### config.mk
export PLATFORM = sky130hd
export DESIGN_NAME = regfile_sb_flat
export DESIGN_NICKNAME = d
export VERILOG_FILES = /design/src/rtl/cpu_pkg.sv /design/src/rtl/regfile_sb_if.sv /design/src/rtl/sb_counter.sv /design/src/rtl/regfile_sb.sv /design/src/flat_wrapper.sv
export SDC_FILE = /design/constraint.sdc
export NUM_CORES = 2
export LEC_CHECK = 0
export CORE_UTILIZATION = 40
export CTS_BUF_LIST = sky130_fd_sc_hd__clkbuf_4
export CTS_CLUSTER_SIZE = 14
export DETAILED_ROUTE_END_ITERATION = 8
export DONT_BUFFER_PORTS = 1
export HOLD_SLACK_MARGIN = 0.02
export SKIP_CTS_REPAIR_TIMING = 1
export SLEW_MARGIN = 15
export SYNTH_ARGS = -nofsm -noshare
export SYNTH_HDL_FRONTEND = slang
export SYNTH_HIERARCHICAL = 1
export SYNTH_SLANG_ARGS = --single-unit
export TNS_END_PERCENT = 20
### constraint.sdc
create_clock -name clk -period 7.1 [get_ports clk]
set_input_delay 1.775 -clock clk [delete_from_list [all_inputs] [get_ports clk]]
set_output_delay 1.775 -clock clk [all_outputs]
set_load 0.01 [all_outputs]
### src/rtl/cpu_pkg.sv
// cpu_pkg: shared CPU constants for the decode / register-file slice.
// Holds datapath widths, the architectural register numbers for $zero
// and $ra, and the write-select encoding used by the write-address mux
// (Rt / Rd / ra). wsel_addr() is that mux, so decode and the bench
// agree on which destination an instruction names.
package cpu_pkg;

  localparam int DATA_W   = 32;
  localparam int ADDR_W   = 5;
  localparam int CNT_W    = 2;
  localparam int NUM_REGS = 32;

  localparam logic [ADDR_W-1:0] REG_ZERO = 5'd0;
  localparam logic [ADDR_W-1:0] REG_RA   = 5'd31;

  typedef enum logic [1:0] {
    WSEL_RT = 2'b00,
    WSEL_RD = 2'b01,
    WSEL_RA = 2'b10
  } wsel_e;

  // Write-address mux: pick the destination register for a write select.
  function automatic logic [ADDR_W-1:0] wsel_addr(input wsel_e sel,
                                                  input logic [ADDR_W-1:0] rt,
                                                  input logic [ADDR_W-1:0] rd);
    case (sel)
      WSEL_RT: return rt;
      WSEL_RD: return rd;
      WSEL_RA: return REG_RA;
      default: return REG_ZERO;
    endcase
  endfunction

endpackage

### src/rtl/regfile_sb_if.sv
// regfile_sb_if: decode / write-back bus of the scoreboarded register file.
// master: decode + write-back side (drives issue, read addresses, wb).
// slave : register file (drives read data, stall, busy_vec, sb_err).
interface regfile_sb_if;

  logic                          issue_valid;
  logic [cpu_pkg::ADDR_W-1:0]    issue_waddr;
  logic                          rs_used;
  logic                          rt_used;
  logic [cpu_pkg::ADDR_W-1:0]    rs_addr;
  logic [cpu_pkg::ADDR_W-1:0]    rt_addr;
  logic [cpu_pkg::DATA_W-1:0]    rs_data;
  logic [cpu_pkg::DATA_W-1:0]    rt_data;
  logic                          wb_valid;
  logic [cpu_pkg::ADDR_W-1:0]    wb_addr;
  logic [cpu_pkg::DATA_W-1:0]    wb_data;
  logic                          stall;
  logic [cpu_pkg::NUM_REGS-1:0]  busy_vec;
  logic                          sb_err;

  modport master (
    output issue_valid, issue_waddr, rs_used, rt_used, rs_addr, rt_addr,
           wb_valid, wb_addr, wb_data,
    input  rs_data, rt_data, stall, busy_vec, sb_err
  );

  modport slave (
    input  issue_valid, issue_waddr, rs_used, rt_used, rs_addr, rt_addr,
           wb_valid, wb_addr, wb_data,
    output rs_data, rt_data, stall, busy_vec, sb_err
  );

endinterface

### src/rtl/sb_counter.sv
// sb_counter: pending-write counter for one architectural register.
// Ports: clk, rst_n (async active-low); i_inc (issue accepted),
// i_dec (write-back); o_count (pending writes), o_sat (count at max),
// o_busy (count non-zero), o_err (one-cycle pulse on underflow or on
// an increment past max -- the count holds in both cases).
module sb_counter #(
  parameter int CNT_W = 2
) (
  input  logic             clk,
  input  logic             rst_n,
  input  logic             i_inc,
  input  logic             i_dec,
  output logic [CNT_W-1:0] o_count,
  output logic             o_sat,
  output logic             o_busy,
  output logic             o_err
);

  localparam logic [CNT_W-1:0] CNT_MAX  = '1;
  localparam logic [CNT_W-1:0] CNT_ZERO = '0;

  logic [CNT_W-1:0] r_count;
  logic [CNT_W-1:0] w_next;
  logic             w_err;

  // Next-count and error decode; inc and dec together cancel out.
  always_comb begin
    w_next = r_count;
    w_err  = 1'b0;
    case ({i_inc, i_dec})
      2'b10: begin
        if (r_count == CNT_MAX) begin
          w_err = 1'b1;
        end else begin
          w_next = r_count + CNT_W'(1);
        end
      end
      2'b01: begin
        if (r_count == CNT_ZERO) begin
          w_err = 1'b1;
        end else begin
          w_next = r_count - CNT_W'(1);
        end
      end
      default: w_next = r_count;
    endcase
  end

  // Count register.
  always_ff @(posedge clk or negedge rst_n) begin
    if (!rst_n) begin
      r_count <= CNT_ZERO;
    end else begin
      r_count <= w_next;
    end
  end

  assign o_count = r_count;
  assign o_sat   = (r_count == CNT_MAX);
  assign o_busy  = (r_count != CNT_ZERO);
  assign o_err   = w_err;

endmodule

### src/rtl/regfile_sb.sv
// regfile_sb: 32 x 32-bit register file with a write scoreboard.
// Ports: clk, rst_n (async active-low), bus (regfile_sb_if.slave):
//   issue_valid/issue_waddr  destination issued from decode
//   rs_/rt_used, rs_/rt_addr read requests, rs_/rt_data combinational data
//   wb_valid/wb_addr/wb_data write-back port (bypassed to the reads)
//   stall    RAW hazard or destination counter full
//   busy_vec registered per-register "pending write" flags
//   sb_err   sticky scoreboard error (underflow / overflow)
module regfile_sb
  import cpu_pkg::*;
(
  input  logic        clk,
  input  logic        rst_n,
  regfile_sb_if.slave bus
);

  logic [DATA_W-1:0]   r_regs [NUM_REGS];
  logic [CNT_W-1:0]    w_cnt  [NUM_REGS];
  logic [NUM_REGS-1:0] w_sat;
  logic [NUM_REGS-1:1] w_busy;
  logic [NUM_REGS-1:1] w_err;
  logic [NUM_REGS-1:1] w_inc;
  logic [NUM_REGS-1:1] w_dec;
  logic                w_rs_hit;
  logic                w_rt_hit;
  logic                w_iss_hit;
  logic                w_stall;
  logic                w_accept;
  logic [DATA_W-1:0]   w_rs_data;
  logic [DATA_W-1:0]   w_rt_data;
  logic                r_sb_err;

  // Register still busy after accounting for a write-back landing this cycle.
  function automatic logic busy_eff(input logic [CNT_W-1:0] cnt, input logic hit);
    return cnt > {{(CNT_W-1){1'b0}}, hit};
  endfunction

  // $zero has no counter: never busy, never saturated.
  assign w_cnt[0] = '0;
  assign w_sat[0] = 1'b0;

  for (genvar g = 1; g < NUM_REGS; g++) begin : g_cnt
    sb_counter #(.CNT_W(CNT_W)) u_cnt (
      .clk     (clk),
      .rst_n   (rst_n),
      .i_inc   (w_inc[g]),
      .i_dec   (w_dec[g]),
      .o_count (w_cnt[g]),
      .o_sat   (w_sat[g]),
      .o_busy  (w_busy[g]),
      .o_err   (w_err[g])
    );
  end

  assign w_rs_hit  = bus.wb_valid && (bus.wb_addr == bus.rs_addr);
  assign w_rt_hit  = bus.wb_valid && (bus.wb_addr == bus.rt_addr);
  assign w_iss_hit = bus.wb_valid && (bus.wb_addr == bus.issue_waddr);

  // A full counter only blocks issue when no write-back frees a slot now.
  assign w_stall = (bus.rs_used && busy_eff(w_cnt[bus.rs_addr], w_rs_hit)) ||
                   (bus.rt_used && busy_eff(w_cnt[bus.rt_addr], w_rt_hit)) ||
                   (bus.issue_valid && w_sat[bus.issue_waddr] && !w_iss_hit);

  assign w_accept = bus.issue_valid && !w_stall && (bus.issue_waddr != REG_ZERO);

  // Per-register increment / decrement strobes.
  always_comb begin
    w_inc = '0;
    w_dec = '0;
    for (int r = 1; r < NUM_REGS; r++) begin
      w_inc[r] = w_accept && (bus.issue_waddr == ADDR_W'(r));
      w_dec[r] = bus.wb_valid && (bus.wb_addr == ADDR_W'(r));
    end
  end

  // Register array; entry 0 is held at zero by never being written.
  always_ff @(posedge clk or negedge rst_n) begin
    if (!rst_n) begin
      for (int r = 0; r < NUM_REGS; r++) begin
        r_regs[r] <= '0;
      end
    end else if (bus.wb_valid && (bus.wb_addr != REG_ZERO)) begin
      r_regs[bus.wb_addr] <= bus.wb_data;
    end
  end

  // rs read port with write-through bypass.
  always_comb begin
    if (bus.rs_addr == REG_ZERO) begin
      w_rs_data = '0;
    end else if (w_rs_hit) begin
      w_rs_data = bus.wb_data;
    end else begin
      w_rs_data = r_regs[bus.rs_addr];
    end
  end

  // rt read port with write-through bypass.
  always_comb begin
    if (bus.rt_addr == REG_ZERO) begin
      w_rt_data = '0;
    end else if (w_rt_hit) begin
      w_rt_data = bus.wb_data;
    end else begin
      w_rt_data = r_regs[bus.rt_addr];
    end
  end

  // Sticky scoreboard error; only reset clears it.
  always_ff @(posedge clk or negedge rst_n) begin
    if (!rst_n) begin
      r_sb_err <= 1'b0;
    end else begin
      r_sb_err <= r_sb_err | (|w_err);
    end
  end

  assign bus.rs_data  = w_rs_data;
  assign bus.rt_data  = w_rt_data;
  assign bus.stall    = w_stall;
  assign bus.busy_vec = {w_busy, 1'b0};
  assign bus.sb_err   = r_sb_err;

endmodule
### src/flat_wrapper.sv
// flat-port wrapper written by rule: the top's interface ports become plain ports
module regfile_sb_flat import cpu_pkg::*;
  (clk, rst_n, bus_issue_valid, bus_issue_waddr, bus_rs_used, bus_rt_used, bus_rs_addr, bus_rt_addr, bus_wb_valid, bus_wb_addr, bus_wb_data, bus_rs_data, bus_rt_data, bus_stall, bus_busy_vec, bus_sb_err);
  regfile_sb_if bus_i ();
  input  logic clk;
  input  logic rst_n;
  input wire logic [$bits(bus_i.issue_valid)-1:0] bus_issue_valid;
  input wire logic [$bits(bus_i.issue_waddr)-1:0] bus_issue_waddr;
  input wire logic [$bits(bus_i.rs_used)-1:0] bus_rs_used;
  input wire logic [$bits(bus_i.rt_used)-1:0] bus_rt_used;
  input wire logic [$bits(bus_i.rs_addr)-1:0] bus_rs_addr;
  input wire logic [$bits(bus_i.rt_addr)-1:0] bus_rt_addr;
  input wire logic [$bits(bus_i.wb_valid)-1:0] bus_wb_valid;
  input wire logic [$bits(bus_i.wb_addr)-1:0] bus_wb_addr;
  input wire logic [$bits(bus_i.wb_data)-1:0] bus_wb_data;
  output wire logic [$bits(bus_i.rs_data)-1:0] bus_rs_data;
  output wire logic [$bits(bus_i.rt_data)-1:0] bus_rt_data;
  output wire logic [$bits(bus_i.stall)-1:0] bus_stall;
  output wire logic [$bits(bus_i.busy_vec)-1:0] bus_busy_vec;
  output wire logic [$bits(bus_i.sb_err)-1:0] bus_sb_err;
  assign bus_i.issue_valid = bus_issue_valid;
  assign bus_i.issue_waddr = bus_issue_waddr;
  assign bus_i.rs_used = bus_rs_used;
  assign bus_i.rt_used = bus_rt_used;
  assign bus_i.rs_addr = bus_rs_addr;
  assign bus_i.rt_addr = bus_rt_addr;
  assign bus_i.wb_valid = bus_wb_valid;
  assign bus_i.wb_addr = bus_wb_addr;
  assign bus_i.wb_data = bus_wb_data;
  assign bus_rs_data = bus_i.rs_data;
  assign bus_rt_data = bus_i.rt_data;
  assign bus_stall = bus_i.stall;
  assign bus_busy_vec = bus_i.busy_vec;
  assign bus_sb_err = bus_i.sb_err;
  regfile_sb u_core (.clk(clk), .rst_n(rst_n), .bus(bus_i));
endmodule
==> results.sh <==
export IMPL_drc_errors=0
export IMPL_area_growth_synth_to_final_pct=8.15
export IMPL_final_antenna_net_count=0
export IMPL_status="complete, no violations"
export IMPL_grt_pass1_vias=45100
export IMPL_synth_top_family_by_area="multiplexers"
export IMPL_finalWeightedCongestion=0.861
export IMPL_grt_use_met1_pct=36.0
export IMPL_cp_data_required_time_ps=5330
export IMPL_cts_made_buffers=305
export IMPL_cts_buffer_depth=4
export IMPL_syn_avg_cell_area_um2=11.9
export IMPL_r2r_start="u_core/g_cnt[8].u_cnt/o_count[0]"
export IMPL_synth_distinct_cells=54
export IMPL_grt_busiest_layer="met2"
export IMPL_syn_area_mm2=0.0619
export IMPL_antenna_found_initial=4
export IMPL_syn_nets=5335
export IMPL_hold_path_class="input port to asynchronous set/reset pin"
export IMPL_first_pass_iters=6
export IMPL_relSlewSlack_pct=16.4
export IMPL_fin_crit_sh_pct=87.9
export IMPL_power_total_mw=18.0
export IMPL_grt_use_met3_pct=6.95
export IMPL_vias=45100
export IMPL_fmax_mhz=160
export IMPL_ys_seq_elements=1087
export IMPL_critPathMaxFanout=245
export IMPL_maxCapViolations=0
export IMPL_cts_root_buf="clkbuf_4"
export IMPL_dp_hpwl_mm=106
export IMPL_arrival_ps=4470
export IMPL_overflow=0
export IMPL_clkSinkCount=1087
export IMPL_fp_coreArea_mm2=0.153
export IMPL_ys_flop_type="dfrtp_1"
export IMPL_dpl_cell_count=6849
export IMPL_dieArea_mm2=0.156
export IMPL_die_w_um=395
export IMPL_routed_wl_mm=206
export IMPL_yosysWarnings=6
export IMPL_routedWlPerCell_um=28.0
export IMPL_finalMaxSlewViolations=0
export IMPL_die_h_um=395
export IMPL_synth_simple_area_share_pct=12.9
export IMPL_hold_viol=0
export IMPL_cellLeakagePower_nw=29.9
export IMPL_post_route_min_period_ps=6240
export IMPL_io_pins=156
export IMPL_synth_cells=5213
export IMPL_setup_viol=0
export IMPL_fillers=14200
export IMPL_gr_usage_all_layers_pct=26.3
export IMPL_synthArstFlopShare_pct=100
export IMPL_synth_xor_area_share_pct=0.651
export IMPL_setup_tns_ps=0
export IMPL_pre_cts_slack_ps=729
export IMPL_ys_seq_area_share_pct=43.9
export IMPL_fin_ws_ps=856
export IMPL_cts_tree="built"
export IMPL_synthAdderAreaFrac_pct=1.29
export IMPL_cts_htree_levels=5
export IMPL_grt_pass1_wl_mm=305
export IMPL_multi_input_area_mm2=0.0325
export IMPL_power_density_mw_per_mm2=268
export IMPL_grt_max_degree=277
export IMPL_drtIter0Drc=5050
export IMPL_crit_type="input port to output pin"
export IMPL_vdd_drop_max_v=0.000142
export IMPL_start_util_pct=40.5
export IMPL_worst_pin_slew_ps=1250
export IMPL_drive_above_1_share_pct=33.7
export IMPL_nNetsFinal=5249
export IMPL_synth_edf_count=0
export IMPL_finClkSkew_ps=50.9
export IMPL_via_per_inst=6.13
export IMPL_clk_latency_ps=1270
export IMPL_portBuffers=0
export IMPL_final_cells=7351
export IMPL_cp_startpoint="bus_rs_addr[1]"
export IMPL_rows=143
export IMPL_grtUsageMet2_pct=39.9
export IMPL_rsz0062_at_grt="no"
export IMPL_clk_pin_slew_worst_paths_ps=70
export IMPL_synth_compound_area_share_pct=2.86
export IMPL_register_area_mm2=0.0272
export IMPL_crit_path_start_kind="input port"
export IMPL_end_kind="output pin"
export IMPL_synthMuxAreaShare_pct=34.5
-- critical path, stage by stage --
cell and delay (ps):
xor2_1 160, nor4_1 450, nand3_4 350, inv_1 420, ha_1 310, nor2_1 140, a221oi_2 70, nand4_1 110
buf_4 350, or2_1 250
-- power breakdown --
part | total [mW] | switching, mW | internal, mW
clock | 5.53 | 2.73 | 2.81
sequential | 8.57 | 1.17 | 7.40
combinational | 3.85 | 1.51 | 2.34
total | 18.0 | 5.41 | 12.6
-- path summary, 6_finish.rpt --
path                                                      to  slack [ps]  cells after the start
hold reg to reg                          u_core/r_regs[1013]         400                      0
setup reg to reg                           u_core/bus.sb_err        2300                     15
max in group asynchronous  u_core/g_cnt[16].u_cnt/o_count[0]        4400                      4
hold / removal                            u_core/r_regs[550]         190                      0
min in group clk                         u_core/r_regs[1013]         400                      0
setup / recovery                                   bus_stall         860                     10
-- state kept, by name, indices dropped and copies added, names as in the netlist --
signal and flops:
u_core/bus.sb_err 1, u_core/g_cnt.u_cnt/o_count 62, u_core/r_regs 1024
-- layout by cell type (no fill, tap or decap), types with 34 or more instances in the layout --
cell type,n
nand3_1,43
nor2_1,79
mux2i_1,89
ha_1,64
inv_1,68
buf_4,74
a211oi_1,57
clkinv_1,50
o21ai_0,54
nor4_1,34
nand2_1,1537
mux4_2,645
a21oi_1,75
mux2_2,527
or2_2,36
clkbuf_4,431
xor2_1,43
dfrtp_1,1087
-- through the flow --
| stage | util [%] | area (µm²) | hold slack [ps] |
|---|---|---|---|
| after global placement | 41.4 | 63300 | 376 |
| after detailed placement | 41.5 | 63400 | 382 |
| after CTS | 43.8 | 66900 | 83.9 |
| final | 43.8 | 66900 | 186 |
| after floorplan | - | 61900 | 441 |
| after global routing | 43.8 | 66900 | 114 |
-- layout make-up --
type / count / area share (%)
Antenna cell: 5 / 0.0187
Clock buffer: 431 / 4.83
Timing Repair Buffer: 84 / 1.23
Multi-Input combinational cell: 3564 / 48.6
Sequential cell: 1087 / 40.6
Inverter: 85 / 0.477
Tap cell: 2030 / 3.79
Clock inverter: 65 / 0.424
-- per-layer routing --
layer	wire length [µm]	share of wire (%)
met2	94200	46
met5	12	0.0058
met4	7490	3.6
met3	21500	10
met1	83000	40
-- cell families after synthesis --
| group | after synthesis |
|---|---|
| other | 1 |
| flip-flops | 1087 |
| multiplexers | 1261 |
| AO/OA/AOI/OAI | 266 |
| AND/OR/NAND/NOR | 1926 |
| XOR/XNOR | 46 |
| adder cells (fa/ha/maj) | 64 |
| buffers and inverters | 562 |
-- cells in the mapped netlist (3+ instances only) --
cell	number	area share (%)
buf_1	67	0.41
inv_1	83	0.50
nor2_1	95	0.58
nor3b_1	5	0.061
nand4_1	5	0.051
buf_6	3	0.055
nor4_1	35	0.35
o211ai_1	4	0.049
and2_1	32	0.32
o21ai_0	54	0.44
nand3b_1	5	0.061
or2_2	36	0.36
nand2_1	1552	9.4
mux4_2	645	23
a211oi_1	57	0.69
or3b_1	31	0.44
buf_2	130	1.1
ha_1	64	1.3
mux2i_1	89	1.4
mux2_2	527	9.6
dfrtp_1	1087	44
nand3_1	45	0.36
xor2_1	43	0.61
nor2b_1	22	0.22
or2b_1	31	0.38
buf_4	19	0.23
xnor2_1	3	0.042
clkbuf_1	258	1.6
o2bb2ai_1	31	0.44
o22a_1	32	0.45
a21oi_1	75	0.61
nor3_1	22	0.18
o22ai_1	3	0.030
No activity file was read; power rests on OpenSTA's default activity.
